<file path="config.mk">
export PLATFORM = sky130hd
export DESIGN_NAME = key_search
export DESIGN_NICKNAME = d
export VERILOG_FILES = /design/src/rtl/ksa_pkg.sv /design/src/rtl/key_search.sv
export SDC_FILE = /design/constraint.sdc
export NUM_CORES = 1
export LEC_CHECK = 0
export ABC_CLOCK_PERIOD_IN_PS = 2800
export CORE_MARGIN = 3
export CORE_UTILIZATION = 44
export CTS_CLUSTER_SIZE = 20
export DETAILED_ROUTE_END_ITERATION = 10
export GPL_ROUTABILITY_DRIVEN = 0
export PLACE_DENSITY = 0.74
export SYNTH_ARGS = -nofsm -noshare
export SYNTH_HDL_FRONTEND = slang
export SYNTH_SLANG_ARGS = --single-unit
</file>
<file path="constraint.sdc">
create_clock -name clk -period 2.8 [get_ports clk]
set_clock_uncertainty 0.05 [all_clocks]
set_input_delay 0.42 -clock clk [delete_from_list [all_inputs] [get_ports clk]]
set_output_delay 0.42 -clock clk [all_outputs]
set_load 0.005 [all_outputs]
</file>
<file path="src/rtl/ksa_pkg.sv">
// ---------------------------------------------------------------------------
// ksa_pkg
// Shared types and constants for the key_search brute-force controller.
//   state_t        : key_search FSM state encoding
//   KEY_W / ADDR_W : key and decrypted-message address widths
//   CHAR_*         : printable range accepted in a decrypted message
//   is_valid_char  : 1 when a byte is a lowercase letter or a space
// ---------------------------------------------------------------------------
package ksa_pkg;

    localparam int KEY_W  = 24;
    localparam int ADDR_W = 8;

    localparam logic [7:0] CHAR_LO = 8'h61;  // 'a'
    localparam logic [7:0] CHAR_HI = 8'h7A;  // 'z'
    localparam logic [7:0] CHAR_SP = 8'h20;  // ' '

    typedef enum logic [3:0] {
        ST_IDLE,
        ST_LAUNCH,
        ST_WAIT_DEC,
        ST_RD_ADDR,
        ST_RD_WAIT,
        ST_CHECK,
        ST_NEXT_KEY,
        ST_FOUND,
        ST_FAIL
    } state_t;

    function automatic logic is_valid_char(input logic [7:0] c);
        return ((c >= CHAR_LO) && (c <= CHAR_HI)) || (c == CHAR_SP);
    endfunction

endpackage

</file>
<file path="src/rtl/key_search.sv">
// ---------------------------------------------------------------------------
// key_search
// Walks candidate keys 0..KEY_MAX. For each key it pulses restart to rerun the
// init/KSA/decrypt chain, waits for dec_done, then reads MSG_LEN bytes of the
// decrypted message and accepts the key when every byte is 'a'..'z' or space.
//
// Ports
//   clk         in   system clock, rising edge
//   reset       in   synchronous active-high reset
//   start       in   pulse: begin search at key 0 (honoured in IDLE/FOUND/FAIL)
//   dec_done    in   level: current key's message is present in DM
//   restart     out  one-cycle pulse: rerun the decrypt chain with key
//   key         out  current candidate key
//   addr_dec    out  DM read address
//   rddata_dec  in   DM read data, valid one cycle after addr_dec
//   busy        out  search in progress
//   found       out  key holds a valid key
//   exhausted   out  no key in 0..KEY_MAX was valid
//
// Configuration macro
//   KEY_SEARCH_EARLY_ABORT_EN : when defined, a key is dropped at its first
//   invalid byte; otherwise the full message is always scanned and a sticky
//   flag decides the outcome. Results are identical, only latency differs.
// ---------------------------------------------------------------------------
module key_search
    import ksa_pkg::*;
#(
    parameter int               MSG_LEN = 32,
    parameter logic [KEY_W-1:0] KEY_MAX = 24'h3FFFFF
) (
    input  logic              clk,
    input  logic              reset,
    input  logic              start,
    input  logic              dec_done,
    output logic              restart,
    output logic [KEY_W-1:0]  key,
    output logic [ADDR_W-1:0] addr_dec,
    input  logic [7:0]        rddata_dec,
    output logic              busy,
    output logic              found,
    output logic              exhausted
);

    localparam logic [ADDR_W-1:0] LAST_IDX = ADDR_W'(MSG_LEN - 1);

    state_t              state_q;
    logic [KEY_W-1:0]    key_q;
    logic [ADDR_W-1:0]   idx_q;
    logic                invalid_q;     // some byte of this key's message was invalid
    logic                first_wait_q;  // first WAIT_DEC cycle: dec_done may be stale

    logic char_ok;
    logic last_byte;

    assign char_ok   = is_valid_char(rddata_dec);
    assign last_byte = (idx_q == LAST_IDX);

    always_ff @(posedge clk) begin
        if (reset) begin
            state_q      <= ST_IDLE;
            key_q        <= '0;
            idx_q        <= '0;
            invalid_q    <= 1'b0;
            first_wait_q <= 1'b0;
        end else begin
            case (state_q)
                ST_IDLE, ST_FOUND, ST_FAIL: begin
                    if (start) begin
                        state_q <= ST_LAUNCH;
                        key_q   <= '0;
                    end
                end
                ST_LAUNCH: begin
                    state_q      <= ST_WAIT_DEC;
                    first_wait_q <= 1'b1;
                    invalid_q    <= 1'b0;
                    idx_q        <= '0;
                end
                ST_WAIT_DEC: begin
                    // dec_done may still be high from the previous key on the
                    // cycle right after restart, so it is ignored once.
                    if (first_wait_q) begin
                        first_wait_q <= 1'b0;
                    end else if (dec_done) begin
                        state_q <= ST_RD_ADDR;
                        idx_q   <= '0;
                    end
                end
                ST_RD_ADDR: state_q <= ST_RD_WAIT;
                ST_RD_WAIT: state_q <= ST_CHECK;
                ST_CHECK: begin
                    invalid_q <= invalid_q | ~char_ok;
`ifdef KEY_SEARCH_EARLY_ABORT_EN
                    if (!char_ok) begin
                        state_q <= ST_NEXT_KEY;
                    end else if (last_byte) begin
                        state_q <= invalid_q ? ST_NEXT_KEY : ST_FOUND;
                    end else begin
                        idx_q   <= idx_q + 1'b1;
                        state_q <= ST_RD_ADDR;
                    end
`else
                    if (last_byte) begin
                        state_q <= (invalid_q || !char_ok) ? ST_NEXT_KEY : ST_FOUND;
                    end else begin
                        idx_q   <= idx_q + 1'b1;
                        state_q <= ST_RD_ADDR;
                    end
`endif
                end
                ST_NEXT_KEY: begin
                    if (key_q == KEY_MAX) begin
                        state_q <= ST_FAIL;
                    end else begin
                        key_q   <= key_q + 1'b1;
                        state_q <= ST_LAUNCH;
                    end
                end
                default: state_q <= ST_IDLE;
            endcase
        end
    end

    assign restart   = (state_q == ST_LAUNCH);
    assign key       = key_q;
    assign found     = (state_q == ST_FOUND);
    assign exhausted = (state_q == ST_FAIL);
    assign busy      = !((state_q == ST_IDLE) || (state_q == ST_FOUND) || (state_q == ST_FAIL));
    assign addr_dec  = ((state_q == ST_RD_ADDR) || (state_q == ST_RD_WAIT) || (state_q == ST_CHECK))
                       ? idx_q : '0;

endmodule

</file>
After elaboration in Yosys (flattened, before gate mapping)
Index checks and enable logic that the tools add are counted.
- output and inout port bits: 36
- bits in writable memories: 0
- memories kept: 0
- bits of input ports: 12
- flip-flop bits (word level): 38
- bits in latches: 0
- bits in read-only memories: 0
- logic and storage cells: 62
- eq/ne operators: 16
- bitwise gates (word level): 2
- divide/modulo/power cells: 0
- shift-type cells: 0
- magnitude comparators: 2
- multiplexer cells: 17
- $mul: 0
- reductions and logical operators: 18
- $add $sub $neg: 2
- operator list (kind ; number):
    $mux W24 ; 2
    $pmux W24 S2 ; 1
    $mux W8 ; 4
    $pmux W4 S7 ; 1
    $add A24 B1 Y24 const B ; 1
    $eq A24 B22 Y1 const B ; 1
    $pmux W8 S3 ; 1
    $eq A4 B3 Y1 const B ; 4
    $mux W4 ; 4
    $ne A2 B2 Y1 const B ; 5
    $add A8 B1 Y8 const B ; 1
    $eq A4 B2 Y1 const B ; 2
    $eq A8 B5 Y1 const B ; 1
    $eq A8 B6 Y1 const B ; 1
    $ge A8 B7 Y1 const B ; 1
    $le A8 B7 Y1 const B ; 1
    $logic_or A1 B1 Y1 ; 6
    $reduce_and A3 Y1 ; 2
    $reduce_bool A2 Y1 ; 3
    $eq A4 B1 Y1 const B ; 1
    $eq A4 B4 Y1 const B ; 1
    $logic_not A4 Y1 ; 1
    $pmux W1 S2 ; 2
    $reduce_and A4 Y1 ; 1
    8 further kinds ; 9

Logic depth before layout (Yosys ltp)
Gate-level depths: netlist (run 1).
- depth after elaboration: 8
- mapped depth: 9
- mapped depth without buffers: 6

Worst setup path before layout (run 1)
No wires, ideal clock.
- kind: reg-to-reg
- from: reg key_q[0], in the netlist key[0]
- to: reg key_q[15], in the netlist key[15]
- data required time: 2635 ps
- path slack: 757 ps
- library setup time: 115 ps
- stages on the path, launching flop included: 8
- arrival time: 1878 ps
- cell sequence: dfxtp_1 > ha_1 > and4_1 > clkbuf_1 > and3_1 > a2111oi_4 > a21boi_1 > o21a_1
- word-level cells in the longest chain between the ends: 3
- ends and longest elaborated chain (element ; line ; source):
    start, declared ; key_search.sv:47 ; logic [KEY_W-1:0] key_q;
    start signal, assigned ; key_search.sv:115 ; key_q <= key_q + 1'b1;
    $add A24 B1 Y24 or $eq A24 B22 Y1 (tied branches) ; key_search.sv:115, key_search.sv:112 ;
    $mux W24 or $ne A2 B2 Y1 (tied branches) ; -- ;
    $pmux W24 S2 or $reduce_and A3 Y1 (tied branches) ; -- ;
Several ways; a longest one is shown, not always the timed one. The select of a mux whose other input is x is not followed.
A chain may end at the register's enable or synchronous reset.

Final worst setup path (run 1)
- from: reg state_q[0]
- to: out addr_dec[3]
- word-level cells in the longest chain between the ends: 4
- ends and longest elaborated chain (element ; line ; source):
    start, declared ; key_search.sv:46 ; state_t state_q;
    start signal, assigned ; key_search.sv:104 ; state_q <= (invalid_q || !char_ok) ? ST_NEXT_KEY : ST_FOUND;
    $eq A4 B2 Y1 or $eq A4 B3 Y1 (tied branches) ; key_search.sv:129 ; assign addr_dec = ((state_q == ST_RD_ADDR) || (state_q == ST_RD_WAIT) || (state_q == ST_CHECK))
    $logic_or A1 B1 Y1 ; key_search.sv:129 ;
    $logic_or A1 B1 Y1 * ; key_search.sv:129 ;
    $mux W8 * ; key_search.sv:130 ; ? idx_q : '0;
    end, declared ; key_search.sv:37 ; output logic [ADDR_W-1:0] addr_dec,
Mark *: on every way between the ends. The rest lies on a longest branch, timed or not.

==> flow_metrics.py, run 1 <==
metrics = {
    "outcome": {
        "status": "complete, no violations",
    },
    "synth": {
        "synthArstFlopShare_pct": 0,
        "synth-edff-count": 0,
        "synth_area_leaders": "dfxtp_1, xnor2_1, nand3_1",
        "synth_top_area_share_pct": 34.3,
        "ys_seq_area_share_pct": 34.3,
        "synthDistinctLibCells": 51,
        "postSynthAreaPerCell_um2": 8.32,
        "yosys.area.top_type": "dfxtp_1",
        "yosysWarnings": 0,
        "synth_area_um2": 2220,
        "syn_inst": 267,
        "synthFlopType": "dfxtp_1",
        "syn_nets": 281,
        "synth_seq_cells": 38,
    },
    "power_and_ir_drop": {
        "power_frac_clock_pct": 33.7,
        "power_density_nw_per_um2": 374,
        "ir_drop_mv": 0.233,
        "swShare_pct": 26.5,
        "p_int_mw": 0.779,
        "power_frac_comb_pct": 13.3,
        "p_sw_mw": 0.280,
        "power.leakage_nw": 0.931,
        "pwr-share-seq_pct": 53.0,
    },
    "floorplanning": {
        "die_height_um": 77.0,
        "dieArea_um2": 5940,
        "dieWidth_um": 77.0,
        "ios": 48,
        "core_um2": 4790,
        "initial_utilization_pct": 46.4,
        "row_count": 25,
    },
    "critical_path": {
        "reg2reg_to": "key[10]",
        "r2r-start": "key[0]",
        "crit_fanout": 17,
        "cp-end-kind": "primary output",
        "ff2ff_path_depth": 6,
        "critical_path_arrival_ps": 2130,
        "crit_path_start_kind": "flip-flop",
        "reg2reg_slack_ps": 500,
        "crit_required_ps": 2330,
        "crit_type": "reg2out",
    },
    "worst_hold_path": {
        "worstHoldEndpoint": "key[23]",
        "whs_path_depth": 2,
        "hold_path_class": "reg2reg",
        "hp-start": "key[23]",
    },
    "global_routing": {
        "antenna_found_initial": 0,
        "grt_overflow": 0,
        "grt_pass1_vias": 1918,
        "grt_pass1_wl_um": 8960,
        "grt_max_degree": 21,
        "grtUsageTotal_pct": 18.0,
    },
    "clocking": {
        "clockRootBuffer": "clkbuf_8",
        "cts_sinks": 38,
        "holdBufCountCts": 0,
        "clock_path_buffers": 2,
        "clkTransAtPathRegs_ps": 70,
        "cts_tree": "built",
        "clock_latency_ps": 290,
        "post_cts_buffers": 0,
        "cts_buffers": 5,
        "ctsResizeCount": 0,
        "htreeDepth": 2,
    },
    "finish": {
        "finish.utilization_pct": 59.1,
        "layout.nets": 326,
        "layout-drive-gt1-share_pct": 6.41,
        "final_common_cell": "clkdlybuf4s50_1",
        "area_delta_synth_final_pct": 27.4,
        "num_antenna_cells": 0,
        "final_cell_mix": "clkdlybuf4s50_1, dfxtp_1, nand3_1, nor2_1, nand2_1",
        "fillerInstances": 425,
    },
    "timing": {
        "max_freq_mhz": 385,
        "worst_slack_ps": 200,
        "finalSetupTns_ps": 0,
        "worst_pin_slew_ps": 735,
        "max_slew_margin_pct": 51.0,
        "finalSetupViolations": 0,
        "rsz0062_at_grt": "no",
        "timing.final.crit_share_pct": 92.9,
        "min_period_ps": 2600,
        "drv_slew": 0,
        "finalHoldViolCount": 0,
    },
    "routing": {
        "viasPerCell": 5.76,
        "wirelength_um": 5320,
        "drc": 0,
        "drt_iter0_markers": 154,
        "ant_nets": 0,
        "via_count": 2183,
        "routedWlPerCell_um": 14.0,
        "firstDrtPassIters": 4,
    },
    "job": {
        "cap_violations": 0,
    },
    "place": {
        "preCtsSetupSlack_ps": 257,
        "io_buffer_count": 47,
        "hpwl_um": 3830,
    },
}
[state kept, by name, summed over array words and instances (netlist names)]
| signal | flops |
|---|---|
| invalid_q | 1 |
| key | 24 |
| first_wait_q | 1 |
| state_q | 4 |
| idx_q | 8 |
[worst max-delay path, cell delays in order (launching register included)]
cell,delay [ps]
dfxtp_1,650
nand3_1,160
a21oi_2,340
and2_1,190
clkdlybuf4s50_1,500
[how the worst max path moves through the flow]
stage | endpoint | slack [ps] | depth (start not counted) | startpoint
6_report | addr_dec[3] | 200 | 4 | state_q[0]
5_1_grt | addr_dec[1] | 50 | 4 | state_q[0]
4_1_cts | addr_dec[3] | 70 | 4 | state_q[0]
3_5_place_dp | key[13] | 260 | 6 | start
3_3_place_gp | key[13] | 290 | 6 | start
2_1_floorplan | key[15] | 760 | 7 | key[0]
[cell families after synthesis]
family	share of synthesized area, %
adder cells (fa/ha/maj)	1.13
AND/OR/NAND/NOR	34.8
multiplexers	0.901
AO/OA/AOI/OAI	19.2
buffers and inverters	4.56
XOR/XNOR	5.13
flip-flops	34.3
[power by group through the flow]
stage	Sequential, mW	Clock (mW)	Combinational (mW)
floorplan	0.563	0	0.100
global placement	0.574	0	0.137
detailed placement	0.573	0	0.139
CTS	0.561	0.370	0.140
global route	0.564	0.390	0.154
finish	0.562	0.357	0.141
[metrics by stage]
step | instances | power, mW | cell area, µm² | hold WS [ps]
global placement | 372 | 0.711 | 2750 | 430
floorplan | 267 | 0.663 | 2220 | 413
detailed placement | 372 | 0.713 | 2750 | 434
finish | 379 | 1.06 | 2830 | 449
CTS | 379 | 1.07 | 2830 | 450
global route | 379 | 1.11 | 2830 | 471
[layout make-up]
| class | instances | area (µm²) | share of cell area (%) |
|---|---|---|---|
| well taps | 67 | 83.8 | 2.96 |
| flip-flops and latches | 38 | 761 | 26.9 |
| inverters | 6 | 22.5 | 0.796 |
| repair buffers | 54 | 523 | 18.5 |
| multi-input cells | 207 | 1360 | 48.2 |
| clock buffers | 7 | 76.3 | 2.70 |
[cells in the mapped netlist (3+ instances only)]
| master | number |
|---|---|
| nand3_1 | 20 |
| and2_1 | 10 |
| nand2_1 | 17 |
| a21oi_1 | 15 |
| or4_1 | 8 |
| nor2_1 | 20 |
| dfxtp_1 | 38 |
| o31ai_1 | 7 |
| a211oi_1 | 5 |
| and4_1 | 5 |
| inv_1 | 6 |
| o211ai_1 | 7 |
| nand3b_1 | 3 |
| o21a_1 | 3 |
| o21ai_0 | 5 |
| buf_2 | 3 |
| or3_1 | 3 |
| and3_1 | 7 |
| nand4_1 | 6 |
| clkbuf_1 | 10 |
| xnor2_1 | 12 |
| nor4_1 | 8 |
| nor3_1 | 9 |
[per-layer routing]
metal	up-vias	GRT usage [%]	share of wire [%]
li1	1104	-	-
met1	1012	25.2	48
met2	62	27.4	45
met3	5	4.23	5.5
met4	0	5.69	0.92
met5	-	0	0
No activity file was read; power rests on OpenSTA's default activity.
==> run 2, diff against run 1 <==
--- a/config.mk
+++ b/config.mk
@@ -10,8 +10,9 @@
 export CORE_UTILIZATION = 44
 export CTS_CLUSTER_SIZE = 20
 export DETAILED_ROUTE_END_ITERATION = 10
+export DONT_BUFFER_PORTS = 1
 export GPL_ROUTABILITY_DRIVEN = 0
-export PLACE_DENSITY = 0.74
+export PLACE_DENSITY = 0.62
 export SYNTH_ARGS = -nofsm -noshare
 export SYNTH_HDL_FRONTEND = slang
 export SYNTH_SLANG_ARGS = --single-unit
==> run 2 against run 1 <==
  * Clock power rose by 7.8%
  * Global-route usage shrank 0.14 points
  * Count of clock-buffer cells in the layout stayed put
  * Sequential power hardly changed
  * Sequential cell count is the same
  * Cell count down 12%
  * Routed wire length fell by 0.88%
==> flow_metrics.py, run 2 (synthesis results as in run 1) <==
metrics = {
    "global_routing": {
        "met3_usage_pct": 5.63,
        "grt_pass1_wl_um": 8820,
        "antenna_found_initial": 0,
        "grt_use_met1_pct": 22.1,
        "busiest_layer": "met2",
        "grt_pass1_vias": 1865,
        "grtUsageTotal_pct": 17.9,
        "grt_max_degree": 19,
        "use_met2_pct": 29.4,
        "grt_overflow": 0,
    },
    "timing": {
        "rsz0062_at_grt": "no",
        "finalHoldViolCount": 0,
        "finalSetupViolations": 0,
        "max_slew_margin_pct": 52.8,
        "worst_slack_ps": 500,
        "finalSetupTns_ps": 0,
        "min_period_ps": 2300,
        "timing.final.crit_share_pct": 82.1,
        "worst_pin_slew_ps": 707,
        "drv_slew": 0,
        "max_freq_mhz": 435,
    },
    "place": {
        "preCtsSetupSlack_ps": 514,
        "io_buffer_count": 0,
        "placed_cell_area_um2": 2270,
        "hpwl_um": 3780,
        "dp_cells": 324,
    },
    "power_and_ir_drop": {
        "power_density_nw_per_um2": 448,
        "ir_drop_mv": 0.261,
        "power.leakage_nw": 0.769,
    },
    "finish": {
        "area_delta_synth_final_pct": 6.37,
        "layout.cells.non_filler": 332,
        "layout.nets": 278,
        "final_common_cell": "dfxtp_1",
        "num_antenna_cells": 0,
        "largest_reg_flops": 24,
        "layout-drive-gt1-share_pct": 7.55,
        "fin_area_um2": 2360,
        "final_cell_mix": "dfxtp_1, nand3_1, nor2_1",
    },
    "clocking": {
        "cts_buffers": 5,
        "clockRootBuffer": "clkbuf_8",
        "cts_sinks": 38,
        "post_cts_buffers": 0,
        "clkTransAtPathRegs_ps": 70,
        "clock_latency_ps": 290,
        "cts_tree": "built",
        "htreeDepth": 2,
        "clock_path_buffers": 2,
        "ctsResizeCount": 0,
        "holdBufCountCts": 0,
    },
    "floorplanning": {
        "die_height_um": 77.0,
        "core_um2": 4790,
        "dieWidth_um": 77.0,
        "initial_utilization_pct": 46.4,
        "row_count": 25,
        "dieArea_um2": 5940,
        "ios": 48,
    },
    "routing": {
        "wirelength_um": 5270,
        "drc": 0,
        "routedWlPerCell_um": 15.9,
        "viasPerCell": 6.10,
        "via_count": 2026,
        "ant_nets": 0,
        "firstDrtPassIters": 4,
        "drt_iter0_markers": 89,
    },
    "outcome": {
        "status": "complete, no violations",
    },
    "critical_path": {
        "reg2reg_slack_ps": 500,
        "crit_required_ps": 2930,
        "crit_path_start_kind": "flip-flop",
        "ff2ff_path_depth": 5,
        "r2r-start": "state_q[2]",
        "critical_path_arrival_ps": 2430,
        "crit_type": "reg2reg",
        "cp-end-kind": "flip-flop",
        "startpoint": "state_q[2]",
        "endpoint": "key[15]",
        "crit_fanout": 14,
        "reg2reg_to": "key[15]",
    },
    "job": {
        "cap_violations": 0,
    },
    "worst_hold_path": {
        "hold_path_class": "in2reg",
    },
}
-- run 2: layer usage --
metal	vias up	wire length, µm
li1	1004	-
met1	968	2430
met2	47	2440
met3	7	336
met4	0	60
met5	-	0
-- run 2: metrics by stage --
stage | hold slack [ps] | util (%) | power, mW
detailed placement | 424 | 47.5 | 0.686
floorplan | 413 | - | 0.663
global route | 125 | 49.4 | 1.11
finish | 145 | 49.4 | 1.06
global placement | 430 | 47.5 | 0.684
CTS | 135 | 49.4 | 1.07
-- run 2: critical path, stage by stage, from the launching register on --
cell and delay, ps:
dfxtp_1 600, nor4bb_1 540, and4_1 490, a2111oi_4 160, and3b_1 200, o21a_1 160
-- run 2: cell type report --
| type | count | area [µm²] |
|---|---|---|
| inverters | 6 | 22.5 |
| clock inverters | 1 | 5.00 |
| repair buffers | 6 | 45.0 |
| clock buffers | 7 | 86.3 |
| fillers | 485 | 2420 |
| multi-input cells | 207 | 1360 |
| well taps | 67 | 83.8 |
| flip-flops and latches | 38 | 761 |
-- run 2: report_power, final --
part           internal [mW]  switching (mW)  total, mW
Clock                  0.199           0.186      0.385
Combinational         0.0434          0.0726      0.116
Sequential             0.546          0.0126      0.559
-- run 2: how the worst min path moves through the flow --
stage / to / cells past startpoint / startpoint / slack, ps
5_1_grt: first_wait_q / 1 / reset / 120
6_report: key[1] / 1 / reset / 140
3_3_place_gp: invalid_q / 2 / invalid_q / 430
4_1_cts: key[1] / 1 / reset / 130
3_5_place_dp: invalid_q / 2 / invalid_q / 420
2_1_floorplan: invalid_q / 2 / invalid_q / 410
==> run 3, diff against run 2 <==
--- a/config.mk
+++ b/config.mk
@@ -5,7 +5,7 @@
 export SDC_FILE = /design/constraint.sdc
 export NUM_CORES = 1
 export LEC_CHECK = 0
-export ABC_CLOCK_PERIOD_IN_PS = 2800
+export ABC_CLOCK_PERIOD_IN_PS = 2300
 export CORE_MARGIN = 3
 export CORE_UTILIZATION = 44
 export CTS_CLUSTER_SIZE = 20
==> constraint.sdc (replaced) <==
create_clock -name clk -period 2.3 [get_ports clk]
set_clock_uncertainty 0.05 [all_clocks]
set_input_delay 0.345 -clock clk [delete_from_list [all_inputs] [get_ports clk]]
set_output_delay 0.345 -clock clk [all_outputs]
set_load 0.005 [all_outputs]
==> run 3 against run 2 <==
  * Via count up 1.3%
  * Largest power group unchanged
  * Clock power up 25%
  * Largest cell class unchanged
  * Sequential cell count unchanged
==> flow_metrics.py, run 3 (synthesis results as in run 1) <==
metrics = {
    "timing": {
        "finalSetupViolations": 0,
        "max_slew_margin_pct": 50.5,
        "finalHoldViolCount": 0,
        "worst_pin_slew_ps": 742,
        "drv_slew": 0,
        "finalSetupTns_ps": 0,
        "min_period_ps": 2140,
        "timing.final.crit_share_pct": 93.2,
        "max_freq_mhz": 466,
        "rsz0062_at_grt": "no",
    },
    "critical_path": {
        "crit_required_ps": 2440,
        "reg2reg_slack_ps": 160,
        "crit_path_start_kind": "flip-flop",
        "ff2ff_path_depth": 6,
        "reg2reg_to": "key[17]",
        "critical_path_arrival_ps": 2280,
        "crit_type": "reg2reg",
        "cp-end-kind": "flip-flop",
        "r2r-start": "key[0]",
        "crit_fanout": 9,
    },
    "routing": {
        "drc": 0,
        "wirelength_um": 5290,
        "drt_iter0_markers": 72,
        "viasPerCell": 5.90,
        "via_count": 2052,
        "firstDrtPassIters": 4,
        "routedWlPerCell_um": 15.2,
        "ant_nets": 0,
    },
    "global_routing": {
        "grt_pass1_vias": 1814,
        "antenna_found_initial": 0,
        "grt_overflow": 0,
        "grtUsageTotal_pct": 18.0,
        "grt_pass1_wl_um": 8790,
        "grt_max_degree": 20,
    },
    "clocking": {
        "post_cts_buffers": 0,
        "clock_path_buffers": 2,
        "clockRootBuffer": "clkbuf_8",
        "clkTransAtPathRegs_ps": 80,
        "cts_sinks": 38,
        "clock_latency_ps": 290,
        "cts_buffers": 5,
        "htreeDepth": 2,
        "cts_tree": "built",
        "holdBufCountCts": 0,
        "ctsResizeCount": 0,
    },
    "floorplanning": {
        "dieWidth_um": 77.0,
        "dieArea_um2": 5940,
        "ios": 48,
        "die_height_um": 77.0,
        "row_count": 25,
        "core_um2": 4790,
        "initial_utilization_pct": 46.4,
    },
    "place": {
        "hpwl_um": 3900,
        "io_buffer_count": 0,
        "dp_cells": 340,
    },
    "job": {
        "cap_violations": 0,
    },
    "power_and_ir_drop": {
        "power_frac_clock_pct": 36.6,
        "power.leakage_nw": 0.854,
        "power_density_nw_per_um2": 528,
        "p_int_mw": 0.967,
        "pwr-share-seq_pct": 51.4,
        "power_frac_comb_pct": 12.0,
        "ir_drop_mv": 0.262,
        "swShare_pct": 26.2,
        "p_total_mw": 1.31,
        "p_sw_mw": 0.344,
    },
    "finish": {
        "num_antenna_cells": 0,
        "layout-drive-gt1-share_pct": 12.8,
        "final_cell_mix": "dfxtp_1, buf_4, nand3_1, nor2_1, nand2_1",
        "final_common_cell": "dfxtp_1",
        "largest_reg_flops": 24,
        "layout.nets": 294,
        "area_delta_synth_final_pct": 11.8,
        "layout.cells.non_filler": 348,
    },
    "worst_hold_path": {
        "worstHoldEndpoint": "state_q[0]",
        "whs_path_depth": 1,
        "hp-start": "reset",
        "hold_path_class": "in2reg",
    },
    "outcome": {
        "status": "complete, no violations",
    },
}
[run 3: through the flow]
stage	hold slack [ps]	cell area [µm²]	setup slack, ps	utilization (%)
6_report	60.3	2480	156	51.9
2_1_floorplan	413	2220	257	-
3_3_place_gp	368	2390	265	50.0
3_5_place_dp	369	2390	213	50.0
4_1_cts	48.9	2480	187	51.9
5_1_grt	45.2	2480	0.588	51.9
[run 3: how the worst max path moves through the flow]
stage               startpoint       end
global route        state_q[1]  idx_q[1]
detailed placement      key[0]   key[15]
finish                  key[0]   key[17]
CTS                     key[0]   key[15]
floorplan               key[0]   key[15]
global placement        key[0]   key[17]
[run 3: layout make-up]
| type | count | area [µm²] |
|---|---|---|
| clock buffers | 7 | 86.3 |
| clock inverters | 1 | 5.00 |
| multi-input cells | 207 | 1360 |
| well taps | 67 | 83.8 |
| fillers | 461 | 2300 |
| flip-flops and latches | 38 | 761 |
| inverters | 6 | 22.5 |
| repair buffers | 22 | 165 |
[run 3: layer usage]
layer,vias up,share of wire (%),track usage (%)
li1,1032,-,-
met1,954,47,23.4
met2,58,45,28.0
met3,8,6.3,5.63
met4,0,1.3,6.41
met5,-,0,0
[run 3: worst max-delay path, cell delays in order, from the launching register on]
cell	delay (ps)
dfxtp_1	310
ha_1	220
and4_1	290
and3_1	280
a2111oi_4	540
a21boi_1	130
o21a_1	200
[run 3: power by group through the flow]
stage               registers (mW)  clock network [mW]  logic (mW)
CTS                          0.673               0.495       0.158
finish                       0.673               0.480       0.158
detailed placement           0.688                   0       0.158
floorplan                    0.685                   0       0.122
global route                 0.675               0.522       0.174
global placement             0.688                   0       0.157
